### src/rtl/cs_rr_arbiter_16.sv
// ============================================================================
// Module   : cs_rr_arbiter_16
// Brief    : 16-way round-robin chip-select arbiter, active-low one-hot
//            grants with bounded hold time and a one-cycle turnaround gap.
// Revision : 1.0 - initial release
// ============================================================================
`default_nettype none

module cs_rr_arbiter_16 #(
    parameter int MAX_HOLD = 8
) (
    input  logic        clk,
    input  logic        rst,
    input  logic        en_n,
    input  logic [15:0] req,
    output logic [15:0] gnt_n,
    output logic [3:0]  gnt_idx,
    output logic        gnt_valid
);

    localparam logic [1:0] ST_IDLE  = 2'd0;
    localparam logic [1:0] ST_GRANT = 2'd1;
    localparam logic [1:0] ST_GAP   = 2'd2;

    localparam logic [7:0] C_MAX_HOLD = 8'(MAX_HOLD);

    logic [1:0]  r_state;
    logic [15:0] r_gnt_n;
    logic [3:0]  r_gnt_idx;
    logic        r_gnt_valid;
    logic [3:0]  r_last;
    logic [7:0]  r_hold_cnt;

    logic [1:0]  w_state_nxt;
    logic [15:0] w_gnt_n_nxt;
    logic [3:0]  w_gnt_idx_nxt;
    logic        w_gnt_valid_nxt;
    logic [3:0]  w_last_nxt;
    logic [7:0]  w_hold_cnt_nxt;

    logic        w_found;
    logic [3:0]  w_winner;
    logic        w_arb_ok;
    logic        w_release;

    // Search last+1 .. last+16 (mod 16) so the previous owner is visited last.
    always_comb begin
        w_found  = 1'b0;
        w_winner = r_last;
        for (int i = 1; i <= 16; i++) begin
            if (!w_found && req[r_last + 4'(i)]) begin
                w_found  = 1'b1;
                w_winner = r_last + 4'(i);
            end
        end
    end

    assign w_arb_ok  = ~en_n & w_found;
    assign w_release = ~req[r_gnt_idx] | en_n | (r_hold_cnt == C_MAX_HOLD);

    always_comb begin
        w_state_nxt     = r_state;
        w_gnt_n_nxt     = r_gnt_n;
        w_gnt_idx_nxt   = r_gnt_idx;
        w_gnt_valid_nxt = r_gnt_valid;
        w_last_nxt      = r_last;
        w_hold_cnt_nxt  = r_hold_cnt;
        case (r_state)
            ST_GRANT: begin
                if (w_release) begin
                    w_state_nxt     = ST_GAP;
                    w_gnt_n_nxt     = 16'hFFFF;
                    w_gnt_valid_nxt = 1'b0;
                    w_last_nxt      = r_gnt_idx;
                end else begin
                    w_hold_cnt_nxt  = r_hold_cnt + 8'd1;
                end
            end
            // IDLE and GAP both arbitrate; the gap itself is the state's single cycle.
            default: begin
                if (w_arb_ok) begin
                    w_state_nxt     = ST_GRANT;
                    w_gnt_n_nxt     = ~(16'h0001 << w_winner);
                    w_gnt_idx_nxt   = w_winner;
                    w_gnt_valid_nxt = 1'b1;
                    w_hold_cnt_nxt  = 8'd1;
                end else begin
                    w_state_nxt     = ST_IDLE;
                    w_gnt_n_nxt     = 16'hFFFF;
                    w_gnt_valid_nxt = 1'b0;
                end
            end
        endcase
    end

    always_ff @(posedge clk) begin
        if (rst) begin
            r_state     <= ST_IDLE;
            r_gnt_n     <= 16'hFFFF;
            r_gnt_idx   <= 4'd0;
            r_gnt_valid <= 1'b0;
            r_last      <= 4'hF;
            r_hold_cnt  <= 8'd0;
        end else begin
            r_state     <= w_state_nxt;
            r_gnt_n     <= w_gnt_n_nxt;
            r_gnt_idx   <= w_gnt_idx_nxt;
            r_gnt_valid <= w_gnt_valid_nxt;
            r_last      <= w_last_nxt;
            r_hold_cnt  <= w_hold_cnt_nxt;
        end
    end

    assign gnt_n     = r_gnt_n;
    assign gnt_idx   = r_gnt_idx;
    assign gnt_valid = r_gnt_valid;

endmodule

`default_nettype wire

### config.mk
export PLATFORM = sky130hd
export DESIGN_NAME = cs_rr_arbiter_16
export DESIGN_NICKNAME = d
export VERILOG_FILES = /design/src/rtl/cs_rr_arbiter_16.sv
export SDC_FILE = /design/constraint.sdc
export NUM_CORES = 1
export LEC_CHECK = 0
export ABC_CLOCK_PERIOD_IN_PS = 3900
export BUFFER_PORTS_ARGS = -buffer_cell sky130_fd_sc_hd__buf_2
export CAP_MARGIN = 20
export CORE_ASPECT_RATIO = 1.1
export CORE_MARGIN = 8
export CORE_UTILIZATION = 56
export CTS_BUF_LIST = sky130_fd_sc_hd__clkbuf_8
export DETAILED_ROUTE_END_ITERATION = 16
export GPL_TIMING_DRIVEN = 0
export HOLD_SLACK_MARGIN = 0.1
export PLACE_DENSITY = 0.88
export SYNTH_ARGS = -nofsm -noshare
export SYNTH_HDL_FRONTEND = slang
export SYNTH_SLANG_ARGS = --single-unit
### constraint.sdc
create_clock -name clk -period 3.9 [get_ports clk]
set_input_delay 0 -clock clk [delete_from_list [all_inputs] [get_ports clk]]
set_output_delay 0 -clock clk [all_outputs]
set_load 0.05 [all_outputs]
# Yosys cells after proc, flatten, opt, wreduce, memory -nomap -nowiden
# Index checks and enable logic that the tools add are counted.
[op_classes] multipliers=0 muxes=78 n_reduce_logical=34 magnitude_cmp=17 shifts=1 div_mod_pow=0 n_eq_ne=4 n_addsub=16 bitwise=7
[op_table] cell="4-bit by 5-bit less-than comparator with 1-bit output, second input constant" n=17
[op_table] cell="1-bit binary-select mux with 4-bit select" n=17
[op_table] cell="4-bit 2-to-1 mux" n=16
[op_table] cell="16-bit 2-to-1 mux" n=3
[op_table] cell="1-bit 2-to-1 mux" n=37
[op_table] cell="4-bit adder, second input constant" n=8
[op_table] cell="8-bit 2-to-1 mux" n=3
[op_table] cell="4-bit by 3-bit adder with 4-bit output, second input constant" n=4
[op_table] cell="16-bit NOT" n=1
[op_table] cell="1-bit by 4-bit << shifter with 16-bit output, first input constant" n=1
[op_table] cell="1-bit logical AND" n=15
[op_table] cell="1-bit zero test" n=15
[op_table] cell="4-bit by 2-bit adder with 4-bit output, second input constant" n=2
[op_table] cell="8-bit by 1-bit adder with 8-bit output, second input constant" n=1
[op_table] cell="8-bit by 4-bit == test with 1-bit output, second input constant" n=1
[op_table] cell="2-bit AND reduction" n=3
[op_table] cell="4-bit by 1-bit adder with 4-bit output, second input constant" n=1
[op_table] cell="2-bit 2-to-1 mux" n=2
[op_table] cell="2-bit inequality test, second input constant" n=2
[op_table] cell="1-bit NOT" n=3
[op_table] cell="2-bit by 1-bit == test with 1-bit output, second input constant" n=1
[op_table] cell="1-bit bitwise OR" n=2
[op_table] cell="2-bit nonzero test" n=1
[op_table] cell="1-bit bitwise AND" n=1
[word_totals] input_bits=19 romBits=0 out_inout_bits=21 mem_count=0 ff_bits=35 ram_bits=0 latch_bits=0

# Longest topological paths before layout
[logic_depth] ltp_word=53 mapped_depth=16 depth_no_buf=12

# Least setup slack after synthesis
# OpenSTA, ideal clock, no wires.
[synth_timing] kind="reg-to-reg" from="reg r_last[1]" to="reg r_gnt_n[1] (netlist: gnt_n[1])" n_path_buf=3 path_slack_ns=-0.108 t_required_ns=3.776 arrival_ns=3.883 stages_incl_launch_ff=16 path_cell_list="dfxtp_1 -> buf_4 -> clkbuf_1 -> inv_1 -> ha_1 -> buf_4 -> mux2_2 -> mux4_2 -> mux2_4 -> nor4_2 -> nand4_1 -> o21ai_1 -> or3_1 -> and3_1 -> nor3b_2 -> a21oi_1"
[synth_via] elab_chain_cells=53 word_cells_on_any_way=114 classes_between="add/sub: 15; shift: 1; mux: 66; bitwise: 2; reduce/logical: 30"
[synth_rtl] item="start: declaration" line="31" rtl="logic [3:0] r_last;"
[synth_rtl] item="start signal: assignment" line="109" rtl="r_last <= w_last_nxt;"
[synth_rtl] item="4-bit by 1-bit adder with 4-bit output" line="51, 53"
[synth_rtl] item="1-bit binary-select mux with 4-bit select" line="51" rtl="if (!w_found && req[r_last + 4'(i)]) begin"
[synth_rtl] item="1-bit 2-to-1 mux (implied by the code)" line="51"
[synth_rtl] item="1-bit 2-to-1 mux" line="51"
[synth_rtl] item="1-bit zero test" line="51"
[synth_rtl] item="1-bit logical AND" line="51"
[synth_rtl] item="1-bit 2-to-1 mux" line="51"
[synth_rtl] item="1-bit zero test" line="51"
[synth_rtl] item="[37 not listed]"
[synth_rtl] item="1-bit 2-to-1 mux" line="51"
[synth_rtl] item="1-bit zero test" line="51"
[synth_rtl] item="1-bit logical AND" line="51"
[synth_rtl] item="4-bit 2-to-1 mux" line="51"
[synth_rtl] item="1-bit by 4-bit << shifter with 16-bit output" line="83" rtl="w_gnt_n_nxt = ~(16'h0001 << w_winner);"
[synth_rtl] item="16-bit NOT" line="83"
[synth_rtl] item="16-bit 2-to-1 mux (*)" line="81" rtl="if (w_arb_ok) begin"
[synth_rtl] item="16-bit 2-to-1 mux (*)" line="68" rtl="case (r_state)"
[synth_rtl] item="end signal: assignment" line="106" rtl="r_gnt_n <= w_gnt_n_nxt;"
[synth_rtl] item="end: declaration" line="28" rtl="logic [15:0] r_gnt_n;"
# Every way passes the cells marked *; elsewhere a longest branch is shown, timed or not. The select of a mux whose other input is x is not followed.
# A chain may end at the register's enable or synchronous reset.

# Worst setup path after layout
[layout_timing] from="reg r_last[0]" to="reg r_gnt_n[6] (netlist: gnt_n[6])"
# Same word-level chain as after synthesis.

==> metrics.txt <==
# TYPE chip_impl_metric gauge
chip_impl_info{name="run_status",value="complete, but fails checks"} 1
chip_impl_info{name="violations_in_the_final_reports",value="negative setup slack"} 1
chip_impl_metric{name="clk_path_buf_depth",unit=""} 2
chip_impl_metric{name="multi_input_comb_area",unit="sq um"} 3200
chip_impl_metric{name="tritoncts_buffer_count",unit=""} 5
chip_impl_info{name="timing.critical_path.cells",value="buf_12 > inv_4 > ha_4 > buf_8 > buf_6 > mux2_1 > mux4_2 > mux2i_4 > and4b_2 > nand3_4 > buf_6 > o31ai_2 > o21ai_2 > o311ai_4 > o211ai_2 > o22a_1"} 1
chip_impl_metric{name="report.final.hold_viol_count",unit=""} 0
chip_impl_metric{name="design.die.area",unit="sq um"} 9590
chip_impl_metric{name="finClkSkew",unit="ps"} 4.08
chip_impl_info{name="tritoncts_clock_tree",value="yes"} 1
chip_impl_metric{name="std_cell_rows",unit=""} 31
chip_impl_metric{name="initial_antenna_violation_count",unit=""} 0
chip_impl_info{name="hold_startpoint",value="en_n"} 1
chip_impl_metric{name="count_of_fill_cells_added_during_filler_insertion",unit=""} 354
chip_impl_metric{name="yosysSeqAreaShare",unit="%"} 18.1
chip_impl_metric{name="critical_path.max_fanout",unit=""} 6
chip_impl_metric{name="portBuffers",unit=""} 39
chip_impl_metric{name="total_leakage_power",unit="nW"} 1.81
chip_impl_metric{name="finish.net_count",unit=""} 528
chip_impl_metric{name="grt_pass1_wl",unit="mm"} 20.3
chip_impl_metric{name="tritoncts_num_sinks",unit=""} 34
chip_impl_metric{name="ant_nets",unit=""} 0
chip_impl_metric{name="syn_nets",unit=""} 445
chip_impl_info{name="setup_repair_after_global_routing_missed_its_margin",value="true"} 1
chip_impl_metric{name="ys_types",unit=""} 81
chip_impl_metric{name="post_layout_total_power",unit="mW"} 2.81
chip_impl_metric{name="yosys_register_bits",unit=""} 34
chip_impl_metric{name="clk_transition_reported_paths",unit="ps"} 70
chip_impl_metric{name="cts.htree.levels",unit=""} 2
chip_impl_metric{name="yosys_warnings",unit=""} 0
chip_impl_metric{name="arrival",unit="ps"} 4150
chip_impl_metric{name="r2r_cells",unit=""} 16
chip_impl_metric{name="p_int",unit="mW"} 1.34
chip_impl_metric{name="p_per_area",unit="nW/um^2"} 585
chip_impl_metric{name="synthToLayoutAreaGrowth",unit="%"} 27.8
chip_impl_metric{name="setup-violations-final",unit=""} 13
chip_impl_metric{name="worst_pin_slew",unit="ps"} 634
chip_impl_info{name="root_buffer",value="sky130_fd_sc_hd__clkbuf_8"} 1
chip_impl_info{name="yosys-top-cells-count",value="sky130_fd_sc_hd__nor2_1, sky130_fd_sc_hd__nand2_1, sky130_fd_sc_hd__dfxtp_1, sky130_fd_sc_hd__mux4_2, sky130_fd_sc_hd__a21oi_1"} 1
chip_impl_metric{name="grt_start_max_net_pins",unit=""} 19
chip_impl_metric{name="power.share.sequential",unit="%"} 14.9
chip_impl_info{name="cp-start-kind",value="flop"} 1
chip_impl_info{name="post-synth-top-count-cell",value="sky130_fd_sc_hd__nor2_1"} 1
chip_impl_metric{name="vertical_die_dimension",unit="microns"} 102
chip_impl_metric{name="vias_per_cell",unit=""} 7.68
chip_impl_metric{name="switching_fraction_of_total_power",unit="%"} 52.2
chip_impl_metric{name="first_pass_iteration_count_of_the_detailed_router",unit=""} 6
chip_impl_metric{name="synth_enable_flop_cells",unit=""} 0
chip_impl_info{name="cell_types_occupying_the_most_area_after_synthesis",value="sky130_fd_sc_hd__dfxtp_1, sky130_fd_sc_hd__mux4_2, sky130_fd_sc_hd__nor2_1"} 1
chip_impl_metric{name="die_width",unit="microns"} 94.1
chip_impl_metric{name="required_time_at_the_endpoint_of_the_critical_path",unit="ps"} 4100
chip_impl_metric{name="timing.slew.headroom",unit="%"} 56.9
chip_impl_metric{name="num_io_pins",unit=""} 40
chip_impl_metric{name="final_core_util",unit="%"} 73.3
chip_impl_metric{name="p_comb_share",unit="%"} 74.9
chip_impl_metric{name="layout.area.seq",unit="sq um"} 692
chip_impl_metric{name="syn-mean-instance-area",unit="sq um"} 9.04
chip_impl_metric{name="whs_path_depth",unit=""} 4
chip_impl_metric{name="synthesized_instance_count",unit=""} 416
chip_impl_metric{name="p_switching",unit="mW"} 1.47
chip_impl_metric{name="final_slew_violations",unit=""} 0
chip_impl_info{name="hp-class",value="in -> reg"} 1
chip_impl_metric{name="diodes",unit=""} 0
chip_impl_info{name="slowest_stage",value="sky130_fd_sc_hd__mux4_2"} 1
chip_impl_metric{name="design_area",unit="sq um"} 4800
chip_impl_metric{name="route.detailed.wl_per_inst",unit="microns"} 26.7
chip_impl_metric{name="detail_route.iter0.violations",unit=""} 877
chip_impl_metric{name="async_flop_share",unit="%"} 0
chip_impl_metric{name="gr-total-overflow",unit=""} 0
chip_impl_metric{name="vias",unit=""} 4472
chip_impl_metric{name="max-cap-violations",unit=""} 0
chip_impl_metric{name="floorplan.core_area",unit="sq um"} 6560
chip_impl_metric{name="ir_drop",unit="mV"} 0.414
chip_impl_metric{name="final.period_utilization",unit="%"} 101
chip_impl_metric{name="ff2ff_setup_slack",unit="ps"} -50
chip_impl_info{name="path_class",value="reg -> reg"} 1
chip_impl_metric{name="worst_path_largest_cell_delay",unit="ps"} 560
chip_impl_metric{name="portion_of_synthesized_cell_area_occupied_by_the_leading_cell_type",unit="%"} 18.1
chip_impl_metric{name="wirelength",unit="mm"} 15.5
chip_impl_metric{name="first_global_vias",unit=""} 3990
chip_impl_info{name="synth_top_cell_by_area",value="sky130_fd_sc_hd__dfxtp_1"} 1
chip_impl_metric{name="share_clk_of_total_power",unit="%"} 10.2
chip_impl_info{name="crit_path_frequent_cell",value="sky130_fd_sc_hd__buf_6"} 1
chip_impl_metric{name="route.detailed.drc",unit=""} 0
chip_impl_metric{name="fin_ws",unit="ps"} -53.7
chip_impl_metric{name="synth.cell_area",unit="sq um"} 3760
chip_impl_metric{name="clock_latency",unit="ps"} 300
chip_impl_metric{name="final_layout_size_suffix_gt1_share",unit="%"} 41.4
chip_impl_metric{name="period_minus_slack",unit="ps"} 3950
chip_impl_metric{name="grt_use_total",unit="%"} 26.4
chip_impl_metric{name="gp_congestion",unit=""} 0.952
chip_impl_info{name="min_delay_worst_endpoint",value="r_state[0]"} 1
chip_impl_metric{name="initial_core_utilization",unit="%"} 57.3
chip_impl_info{name="synth_ff_type",value="sky130_fd_sc_hd__dfxtp_1"} 1
chip_impl_info{name="worst_r2r_src",value="r_last[0]"} 1
chip_impl_metric{name="maxClockFrequency",unit="MHz"} 253
chip_impl_metric{name="detailedPlacementHpwl",unit="mm"} 8.23
chip_impl_info{name="worst_flop_to_flop_path_endpoint",value="gnt_n[6]"} 1
chip_impl_metric{name="placed_area",unit="sq um"} 4060
chip_impl_info{name="worstSetupEndpointType",value="flop"} 1
-- worst max path at each step --
stage               depth (start not counted)  slack [ps]   endpoint      start
floorplan                                  15           6   gnt_n[1]  r_last[1]
global placement                           16        -890  gnt_n[13]  r_last[1]
detailed placement                         16       -1020  gnt_n[13]  r_last[1]
CTS                                        15           9   gnt_n[7]  r_last[0]
global route                               16        -140   gnt_n[6]  r_last[0]
finish                                     16         -50   gnt_n[6]  r_last[0]
-- through the flow --
step / hold WS (ps) / std cells / setup WS [ps] / TNS, ps
6_report: 147 / 582 / -53.7 / -351
3_3_place_gp: 276 / 537 / -893 / -20150
5_1_grt: 158 / 582 / -137 / -1430
3_5_place_dp: 286 / 537 / -1020 / -23370
4_1_cts: 114 / 559 / 8.81 / 0
2_1_floorplan: 94.4 / 416 / 6.31 / 0
-- critical path, delay by kind of cell (launching register included) --
kind                     cells  cell delay (ps)
AO/OA/AOI/OAI                5             1020
multiplexers                 3             1140
AND/OR/NAND/NOR              2              460
adder cells (fa/ha/maj)      1              230
buffers and inverters        5              640
flip-flops                   1              360
-- flip-flops by register name, summed over array words and instances, names as in the netlist --
| name | count |
|---|---|
| gnt_idx | 4 |
| r_state | 2 |
| r_last | 4 |
| r_hold_cnt | 8 |
| gnt_n | 16 |
-- timing repair --
action,in CTS,in global routing
hold buffers,1,0
cloned,0,0
pin swaps,10,28
setup buffers,14,25
setup endpoints to repair,29,26
hold endpoints to repair,2,0
gates resized for setup,39,57
-- cell usage in the layout, fill, tap and decap left out, drive strengths merged, types with 3 or more instances in the layout --
master and count:
buf 88, nor2 41, nand2 36, dfxtp 34, mux4 25, a21oi 25, mux2i 19, o21ai 16
mux2 15, nand4 13, clkbuf 13, inv 12, nand3 10, o211ai 10, ha 10, o22a 9
nor2b 9, xor2 9, and2 7, a211oi 7, xnor2 7, a22oi 6, a211o 6, and3 6
nand3b 4, nand2b 4, o31ai 4, nor4 4, clkinvlp 3, nor3 3, a21boi 3, nor3b 3
or3 3
-- kinds of logic after synthesis --
kind of cell               after synthesis  share of synthesized area, %
DFF                                     34                          18.1
adders and majority gates               10                          3.33
xor gates and xnor gates                16                          4.33
and+or+nand+nor                        152                          21.9
buffers and inverters                   34                          4.49
muxes                                   59                          25.3
AOI/OAI and AO/OA                      111                          22.5
-- power by group through the flow --
| stage | Sequential, mW | Combinational [mW] | Clock [mW] |
|---|---|---|---|
| after floorplan | 0.512 | 1.14 | 0 |
| after global placement | 0.423 | 1.53 | 0 |
| after detailed placement | 0.425 | 1.57 | 0 |
| after CTS | 0.418 | 1.73 | 0.275 |
| after global routing | 0.421 | 2.17 | 0.297 |
| final | 0.419 | 2.10 | 0.286 |
-- area by class of cell --
type                    instances  share of cell area, %
plain buffers                  17                   2.86
inverters                      14                   1.30
clock inverters                 2                  0.260
well taps                      82                   2.14
clock buffers                   6                   1.72
multi-input cells             348                   66.6
flip-flops and latches         34                   14.4
repair buffers                 79                   10.7
-- layer usage --
metal	up-vias	routed length (microns)	global-route usage, %
met5	-	0	0
met4	0	1350	13.2
met1	2070	5190	30.4
met2	480	7100	44.9
li1	1769	-	-
met3	153	1910	5.95
Note: power is estimated with default switching activity, not from simulation.
